[src/rtl/mul_ctrl_pkg.sv]
// Shared types and constants for the execute-stage multiply/divide sequencing controllers.
package mul_ctrl_pkg;

    typedef enum logic [1:0] {
        S_IDLE  = 2'd0,
        S_RUN   = 2'd1,
        S_DONE  = 2'd2,
        S_DRAIN = 2'd3
    } mul_state_e;

    // funct3[1:0] of the RV32M multiply group
    typedef enum logic [1:0] {
        MOP_MUL    = 2'b00,
        MOP_MULH   = 2'b01,
        MOP_MULHSU = 2'b10,
        MOP_MULHU  = 2'b11
    } mul_op_e;

    localparam logic [6:0] OPC_OP    = 7'b0110011;
    localparam logic [6:0] F7_MULDIV = 7'b0000001;

endpackage

[src/rtl/mul_decode.sv]
// Combinational RV32M multiply detector; register fields are irrelevant to the decision.
module mul_decode
    import mul_ctrl_pkg::*;
(
    input  logic [31:0] InstrE,
    output logic        is_mul,
    output mul_op_e     mul_op
);

    logic unused_instr_s;

    assign unused_instr_s = ^{InstrE[24:15], InstrE[11:7]};

    // funct3[2] set selects DIV/REM, which belong to the divider controller
    assign is_mul = (InstrE[6:0] == OPC_OP) && (InstrE[31:25] == F7_MULDIV) && !InstrE[14];
    assign mul_op = mul_op_e'(InstrE[13:12]);

endmodule

[src/rtl/mul_seq_ctrl.sv]
// Launches the iterative multiplier for multiplies in E, stalls the front of the pipe
// until the result lands, and drains operations orphaned by a flush.
module mul_seq_ctrl
    import mul_ctrl_pkg::*;
#(
    parameter int TIMEOUT = 64,
    parameter int CNT_W   = 7
) (
    input  logic        clk,
    input  logic        rst,
    input  logic [31:0] InstrE,
    input  logic        validE,
    input  logic        flushE,
    input  logic        done_mul,
    output logic        start_mul,
    output logic        mul_switch,
    output logic [1:0]  mul_op,
    output logic        stall_mul,
    output logic        busy,
    output logic        timeout_err
);

    localparam logic [CNT_W-1:0] CNT_ZERO = {CNT_W{1'b0}};
    localparam logic [CNT_W-1:0] CNT_ONE  = {{(CNT_W-1){1'b0}}, 1'b1};
    localparam logic [CNT_W-1:0] CNT_MAX  = {CNT_W{1'b1}};
    localparam logic [CNT_W-1:0] TO_LAST  = CNT_W'(TIMEOUT - 1);

    mul_state_e       state_r;
    logic [CNT_W-1:0] cnt_r;
    logic [CNT_W-1:0] cnt_next_s;
    mul_op_e          mul_op_r;
    mul_op_e          dec_op_s;
    logic             busy_r;
    logic             timeout_err_r;
    logic             is_mul_s;
    logic             mul_det_s;
    logic             timeout_s;
    logic             start_s;
    logic             switch_s;
    logic             stall_s;

    mul_decode u_decode (
        .InstrE (InstrE),
        .is_mul (is_mul_s),
        .mul_op (dec_op_s)
    );

    assign mul_det_s  = validE && is_mul_s && !flushE;
    assign cnt_next_s = (cnt_r == CNT_MAX) ? cnt_r : (cnt_r + CNT_ONE);
    // The launch cycle counts toward the wait, so the limit is hit one count early
    assign timeout_s  = (cnt_next_s == TO_LAST);

    // Sequencing FSM with counter, registered op, busy and sticky timeout flag
    always_ff @(posedge clk or posedge rst) begin
        if (rst) begin
            state_r       <= S_IDLE;
            cnt_r         <= CNT_ZERO;
            mul_op_r      <= MOP_MUL;
            busy_r        <= 1'b0;
            timeout_err_r <= 1'b0;
        end else begin
            case (state_r)
                S_IDLE: begin
                    if (mul_det_s) begin
                        state_r  <= S_RUN;
                        cnt_r    <= CNT_ZERO;
                        mul_op_r <= dec_op_s;
                        busy_r   <= 1'b1;
                    end else begin
                        busy_r   <= 1'b0;
                    end
                end
                S_RUN: begin
                    if (done_mul && flushE) begin
                        state_r <= S_IDLE;
                        busy_r  <= 1'b0;
                    end else if (done_mul) begin
                        state_r <= S_DONE;
                        busy_r  <= 1'b0;
                    end else if (flushE) begin
                        state_r <= S_DRAIN;
                        cnt_r   <= CNT_ZERO;
                        busy_r  <= 1'b1;
                    end else if (timeout_s) begin
                        state_r       <= S_DONE;
                        timeout_err_r <= 1'b1;
                        busy_r        <= 1'b0;
                    end else begin
                        cnt_r  <= cnt_next_s;
                        busy_r <= 1'b1;
                    end
                end
                S_DONE: begin
                    state_r <= S_IDLE;
                    busy_r  <= 1'b0;
                end
                S_DRAIN: begin
                    if (done_mul) begin
                        state_r <= S_IDLE;
                        busy_r  <= 1'b0;
                    end else if (timeout_s) begin
                        state_r       <= S_IDLE;
                        timeout_err_r <= 1'b1;
                        busy_r        <= 1'b0;
                    end else begin
                        cnt_r  <= cnt_next_s;
                        busy_r <= 1'b1;
                    end
                end
                default: begin
                    state_r <= S_IDLE;
                    busy_r  <= 1'b0;
                end
            endcase
        end
    end

    // Launch, steering and stall decode; IDLE terms follow E directly so forwarded operands are caught
    always_comb begin
        start_s  = 1'b0;
        switch_s = 1'b0;
        stall_s  = 1'b0;
        case (state_r)
            S_IDLE: begin
                if (mul_det_s) begin
                    start_s  = 1'b1;
                    switch_s = 1'b1;
                    stall_s  = 1'b1;
                end else begin
                    start_s  = 1'b0;
                    switch_s = 1'b0;
                    stall_s  = 1'b0;
                end
            end
            S_RUN: begin
                switch_s = !flushE;
                stall_s  = !flushE;
            end
            S_DONE: begin
                switch_s = 1'b1;
            end
            S_DRAIN: begin
                stall_s = mul_det_s;
            end
            default: begin
                start_s  = 1'b0;
                switch_s = 1'b0;
                stall_s  = 1'b0;
            end
        endcase
    end

    // Reset must silence the E-driven terms too, not only the registered ones
    assign start_mul   = start_s && !rst;
    assign mul_switch  = switch_s && !rst;
    assign stall_mul   = stall_s && !rst;
    assign mul_op      = mul_op_r;
    assign busy        = busy_r;
    assign timeout_err = timeout_err_r;

endmodule
[config.mk]
export PLATFORM = sky130hd
export DESIGN_NAME = mul_seq_ctrl
export DESIGN_NICKNAME = d
export VERILOG_FILES = /design/src/rtl/mul_ctrl_pkg.sv /design/src/rtl/mul_decode.sv /design/src/rtl/mul_seq_ctrl.sv
export SDC_FILE = /design/constraint.sdc
export NUM_CORES = 1
export LEC_CHECK = 0
export ABC_AREA = 1
export CORE_ASPECT_RATIO = 0.9
export CORE_MARGIN = 3
export CORE_UTILIZATION = 37
export CTS_CLUSTER_SIZE = 30
export DETAILED_ROUTE_END_ITERATION = 7
export HOLD_SLACK_MARGIN = 0.1
export PLACE_DENSITY = 0.75
export SLEW_MARGIN = 0
export SYNTH_ARGS = -nofsm -noshare
export SYNTH_HDL_FRONTEND = slang
export SYNTH_SLANG_ARGS = --single-unit
[constraint.sdc]
create_clock -name clk -period 1.45 [get_ports clk]
set_clock_uncertainty 0.05 [all_clocks]
set_input_delay 0.2175 -clock clk [delete_from_list [all_inputs] [get_ports clk]]
set_output_delay 0.2175 -clock clk [all_outputs]
set_load 0.02 [all_outputs]
**Yosys cells after proc, flatten, opt, wreduce, memory -nomap -nowiden**

Index checks and enable logic that the tools add are counted.

- Bits in registers: 13
- Word-level logic and storage cells: 70
- Output and inout port bits: 7
- Input bits: 37

- $add $sub $neg: 1
- Mux-type cells: 32
- Eq/ne operators: 14
- Reduce and logical (&&, ||, !) cells: 18

Operator list:

| kind | number |
|---|---|
| 7-bit two-way mux | 7 |
| 7-bit case mux with 3 select lines | 1 |
| 7-bit by 6-bit == test with 1-bit output (second input constant) | 2 |
| 2-bit two-way mux | 7 |
| 1-bit two-way mux | 12 |
| 2-bit inequality test (second input constant) | 5 |
| 5-bit AND reduction | 2 |
| 1-bit logical AND | 8 |
| 2-bit case mux with 4 select lines | 1 |
| 7-bit by 1-bit adder with 7-bit output (second input constant) | 1 |
| 7-bit by 1-bit == test with 1-bit output (second input constant) | 1 |
| 7-bit == test (second input constant) | 1 |
| 1-bit case mux with 3 select lines | 2 |
| 5-bit inequality test (second input constant) | 1 |
| 2-bit == test (second input constant) | 2 |
| 1-bit case mux with 4 select lines | 1 |
| 1-bit logical NOT | 3 |
| 3-bit inequality test (second input constant) | 1 |
| 3-bit AND reduction | 1 |
| 3-bit nonzero test | 1 |
| 2-bit by 1-bit == test with 1-bit output (second input constant) | 1 |
| 2-bit logical NOT | 1 |
| 1-bit case mux with 2 select lines | 1 |
| 2-bit AND reduction | 1 |
| 2-bit nonzero test | 1 |

**Longest topological paths before layout**

- Depth after elaboration: 8
- Gate-level depth with buffers: 13
- Mapped depth without buffers: 13

**By module**

A second synthesis with hierarchy kept.

- Cells, all modules: 145
- Area, all modules: 1,006.0 sq um

Modules (own cells, without submodules):

| module | area each (sq um) | times used | cells each | sequential area each (sq um) |
|---|---|---|---|---|
| mul_seq_ctrl | 909.6 | 1 | 123 | 325.3 |
| mul_decode | 96.3 | 1 | 22 | 0.0 |

**Least setup slack after synthesis**

Ideal clock, no wire load.

- Path type: reg2out
- From: reg state_r[0]
- To: out mul_switch
- Buffers on the path: 0
- Stages on the path, launching flop included: 7
- Data required time: 1,183 ps
- Path slack: -218 ps
- Arrival: 1,400 ps
- Cells stage by stage: dfrtp_1 -> inv_1 -> ha_1 -> inv_1 -> nor2_1 -> nor3_1 -> nor3_1

- Cells in the longest elaborated chain, start to end: 3
- Elaborated cells between the ends (all ways): 5
- Those cells by class: eq/ne: 2; mux: 1; reduce/logical: 2

RTL lines:

| item | RTL line | RTL |
|---|---|---|
| start: declaration | mul_seq_ctrl.sv:28 | `mul_state_e state_r;` |
| start signal: assignment | mul_seq_ctrl.sv:56 | `state_r <= S_IDLE;` |
| start signal: assignment | mul_seq_ctrl.sv:65 | `state_r <= S_RUN;` |
| start signal: assignment | mul_seq_ctrl.sv:75 | `state_r <= S_IDLE;` |
| 2-bit == test, or another cell as far along | mul_seq_ctrl.sv:123 | `case (state_r)` |
| 1-bit case mux with 3 select lines (*) | mul_seq_ctrl.sv:123 |  |
| 1-bit logical AND (*) | mul_seq_ctrl.sv:155 | `assign mul_switch = switch_s && !rst;` |
| end: declaration | mul_seq_ctrl.sv:16 | `output logic mul_switch,` |

Mark *: on every way between the ends. The rest lies on a longest branch, timed or not.

**Worst setup path after layout**

Ends and elaborated chain as after synthesis.

==> key figures <==
Status
  • Run status: finished with violations
  • Failing checks: setup timing

Worst setup path
  • Slowest stage delay, CP: 0.46 ns
  • Reg-to-reg slack, setup: -0.26 ns
  • Crit. Startpoint: state_r[0]
  • CP Depth: 7
  • R2r endpoint: cnt_r[0]
  • Worst r2r src: state_r[0]
  • CP endpoint: mul_switch
  • CP max stage cell: dfrtp_2
  • CP endpoint kind: output port
  • Cell Chain, Critical Path: inv_2, ha_4, inv_2, nor2_4, nor3_2, nor3_2, buf_4
  • Data required time of the worst path: 1.18 ns
  • Crit path max-delay family: flip-flops
  • Buffer and inverter count on the worst path: 3
  • Crit Path Class: register to output port
  • FF-to-FF path depth: 10
  • Critical Path Source Type: register
  • Crit-path max FO: 4
  • CP arrival: 1.53 ns

Logic synthesis
  • Post-synth EDFFs: 0
  • Sequential area share after synthesis: 0.3304
  • Cells after Synth: 142
  • Synth Flop Type: dfrtp_1
  • Mapped Nets: 185
  • Yosys top cell by area: dfrtp_1
  • Ys async rst share: 1.000
  • Synth cell count leaders: nand2_1 (29), nor2_1 (24), inv_1 (20)
  • Top cell type's share of synthesized area: 0.3304
  • Yosys warns: 0
  • Ranking of synthesized cells by area: dfrtp_1 (33%), nand2_1 (11%), nor2_1 (9.1%)
  • Post-Syn Area: 984.7 um^2
  • Count leader, synth: nand2_1
  • Avg Cell Area, Syn: 6.934 um^2
  • Synthesized flop and latch total: 13
  • Netlist cell types: 22

Clocking
  • Clk sinks: 13
  • Total CTS buffers: 3
  • Longest Clk Path Bufs: 2
  • CTS tree: done
  • H-Tree Depth: 1
  • Clk root buf: clkbuf_4
  • Hold Buf Count CTS: 0
  • Clk_lat worst skew: 0.28 ns
  • Worst-path clk slew: 0.08 ns

Floorplan
  • Initial core utilization: 0.3957
  • DIE AREA: 3317 um^2
  • # rows: 17
  • Die Wd: 60.38 um
  • IO Pins: 44
  • Area of the core: 2489 um^2
  • DIE HEIGHT: 54.94 um

Power
  • Switching power: 1.434 mW
  • Gate power share: 0.743
  • Leak: 0.9165 nW
  • Flop pwr share: 0.182
  • Sw Ratio: 0.4642
  • Internal Power: 1.655 mW
  • IR drop worst, VDD: 1.310 mV
  • Power Dens Cells: 1633 nW/um^2
  • Clk network pwr share: 0.075

GRT
  • Remaining global-route overflow: 0
  • Vias in the first global route: 1197
  • First-pass GRT wire length: 5250 um
  • Overall routing resource usage: 0.2216
  • Largest net degree at the start of global routing: 14
  • Initial antenna violation count: 0

Placement
  • Hpwl dp: 2445 um
  • Setup WS pre-CTS: -0.9716 ns
  • Cell area after placement: 1551 um^2
  • Routability congestion estimate: 0.8617
  • PortBufs: 28

Timing
  • Worst Setup Slack, final: -0.3460 ns
  • Fin crit period: 1.796 ns
  • RSZ-0062 raised after global routing: true
  • Slew margin rel.: 0.8167
  • Tcrit/Tclk final: 1.239
  • Worst Tran Pin Value: 0.2740 ns
  • Slew Limit Fails: 0
  • Peak Freq: 556.8 MHz
  • Final hold vios: 0
  • Setup violators final: 14

Drt
  • WL/cell: 16.09 um
  • First-pass iteration count of the detailed router: 4
  • DR vias/cell: 5.165
  • Remaining antenna violation count after routing: 0
  • Vias: 1255
  • Post-Route WL: 3909 um
  • Initial DRC count: 26
  • DRC: 0

Finish
  • Post-Layout Inst Area: 1892 um^2
  • FILL cells: 158
  • Share of cells above drive strength 1: 0.5116
  • Sequential cell area: 326.6 um^2
  • Area of the multi-input gates: 824.5 um^2
  • Nets: 259
  • Number of diodes: 0
  • Synth-to-layout area growth: 92.12%

Flow run
  • Max_cap viols: 0

Min path
  • Hold WC Path Type: primary input to register
-- how the worst min path moves through the flow --
stage	start	end	cells past startpoint
detailed placement	timeout_err	timeout_err	1
CTS	rst	cnt_r[2]	3
floorplan	rst	busy	1
global route	flushE	state_r[1]	5
finish	flushE	state_r[1]	5
global placement	mul_op[1]	mul_op[1]	2
-- cell families (layout without fill, tap and decap cells) --
kind of cell,Yosys count,count (layout),synth area share
DFF,13,13,0.3304
and+or+nand+nor,81,81,0.3774
adders and majority gates,6,6,0.07624
AOI/OAI and AO/OA,19,19,0.1258
buffers and inverters,23,96,0.09021
-- stage by stage --
step	power, mW	TNS [ns]	hold slack (ns)	cells	utilization
after CTS	2.633	-3.160	0.3278	237	0.6818
after global placement	2.032	-5.803	0.4104	228	0.6234
final	3.089	-3.463	0.3612	243	0.7602
after floorplan	1.373	-0.1530	0.04446	142	-
after detailed placement	2.107	-7.282	0.4137	228	0.6234
after global routing	3.276	-4.506	0.3804	243	0.7602
-- power by group through the flow --
stage | Sequential (mW) | Combinational, mW | Clock (mW)
6_report | 0.562 | 2.30 | 0.232
5_1_grt | 0.569 | 2.45 | 0.253
4_1_cts | 0.528 | 1.87 | 0.234
3_5_place_dp | 0.529 | 1.58 | 0
3_3_place_gp | 0.525 | 1.51 | 0
2_1_floorplan | 0.548 | 0.825 | 0
-- worst reg2reg max path: stages, from the launching register on --
cell and delay (ns):
dfrtp_2 0.46, buf_6 0.14, ha_4 0.16, buf_6 0.12, nor2_4 0.08, inv_2 0.05, a21oi_2 0.13, nand2_2 0.14
clkinv_4 0.12, nand2_4 0.07, a21oi_2 0.13
-- flip-flops by register name (all words and copies together) (netlist names) --
name         cells
state_r          2
timeout_err      1
mul_op           2
cnt_r            7
busy             1
-- cells in the final DEF (no fill, tap or decap), types with 2 or more instances in the layout --
master | synthesis | final
buf_4 | 0 | 38
nand2_1 | 29 | 23
dlygate4sd2_1 | 0 | 17
nor2_1 | 24 | 16
dfrtp_1 | 13 | 12
inv_1 | 20 | 11
inv_2 | 1 | 8
nand3_1 | 12 | 7
nor2_4 | 0 | 7
nand2_2 | 5 | 7
buf_6 | 0 | 6
nand3_2 | 2 | 5
nor3_2 | 1 | 5
ha_4 | 0 | 5
nand2_4 | 0 | 4
o21ai_1 | 1 | 4
a21oi_2 | 5 | 4
clkdlybuf4s50_1 | 0 | 4
o21ai_2 | 0 | 3
clkbuf_4 | 0 | 3
nand4_1 | 2 | 2
inv_4 | 0 | 2
clkinv_4 | 0 | 2
a21oi_4 | 0 | 2
nand3_4 | 0 | 2
o21bai_1 | 2 | 2
nor2_2 | 1 | 2
clkdlybuf4s15_1 | 0 | 2
-- cell type report --
cell class | instances | area share
well taps | 28 | 0.01852
clock buffers | 4 | 0.01389
flip-flops and latches | 13 | 0.1726
multi-input cells | 106 | 0.4358
repair buffers | 69 | 0.3056
inverters | 23 | 0.05357
-- repair_timing --
| item | in CTS | in global routing |
|---|---|---|
| resized for setup | 78 | 38 |
| setup endpoints to repair | 20 | 14 |
| pin swaps | 22 | 19 |
| buffers inserted | 5 | 8 |
-- metal layers --
metal / GRT usage / vias up / part of all wire
met4: 0.1365 / 0 / 0.035
met3: 0.06497 / 17 / 0.043
met2: 0.3975 / 37 / 0.54
met1: 0.2290 / 596 / 0.38
li1: - / 605 / -
met5: 0 / - / 0
Note: power is estimated with default switching activity, not from simulation.
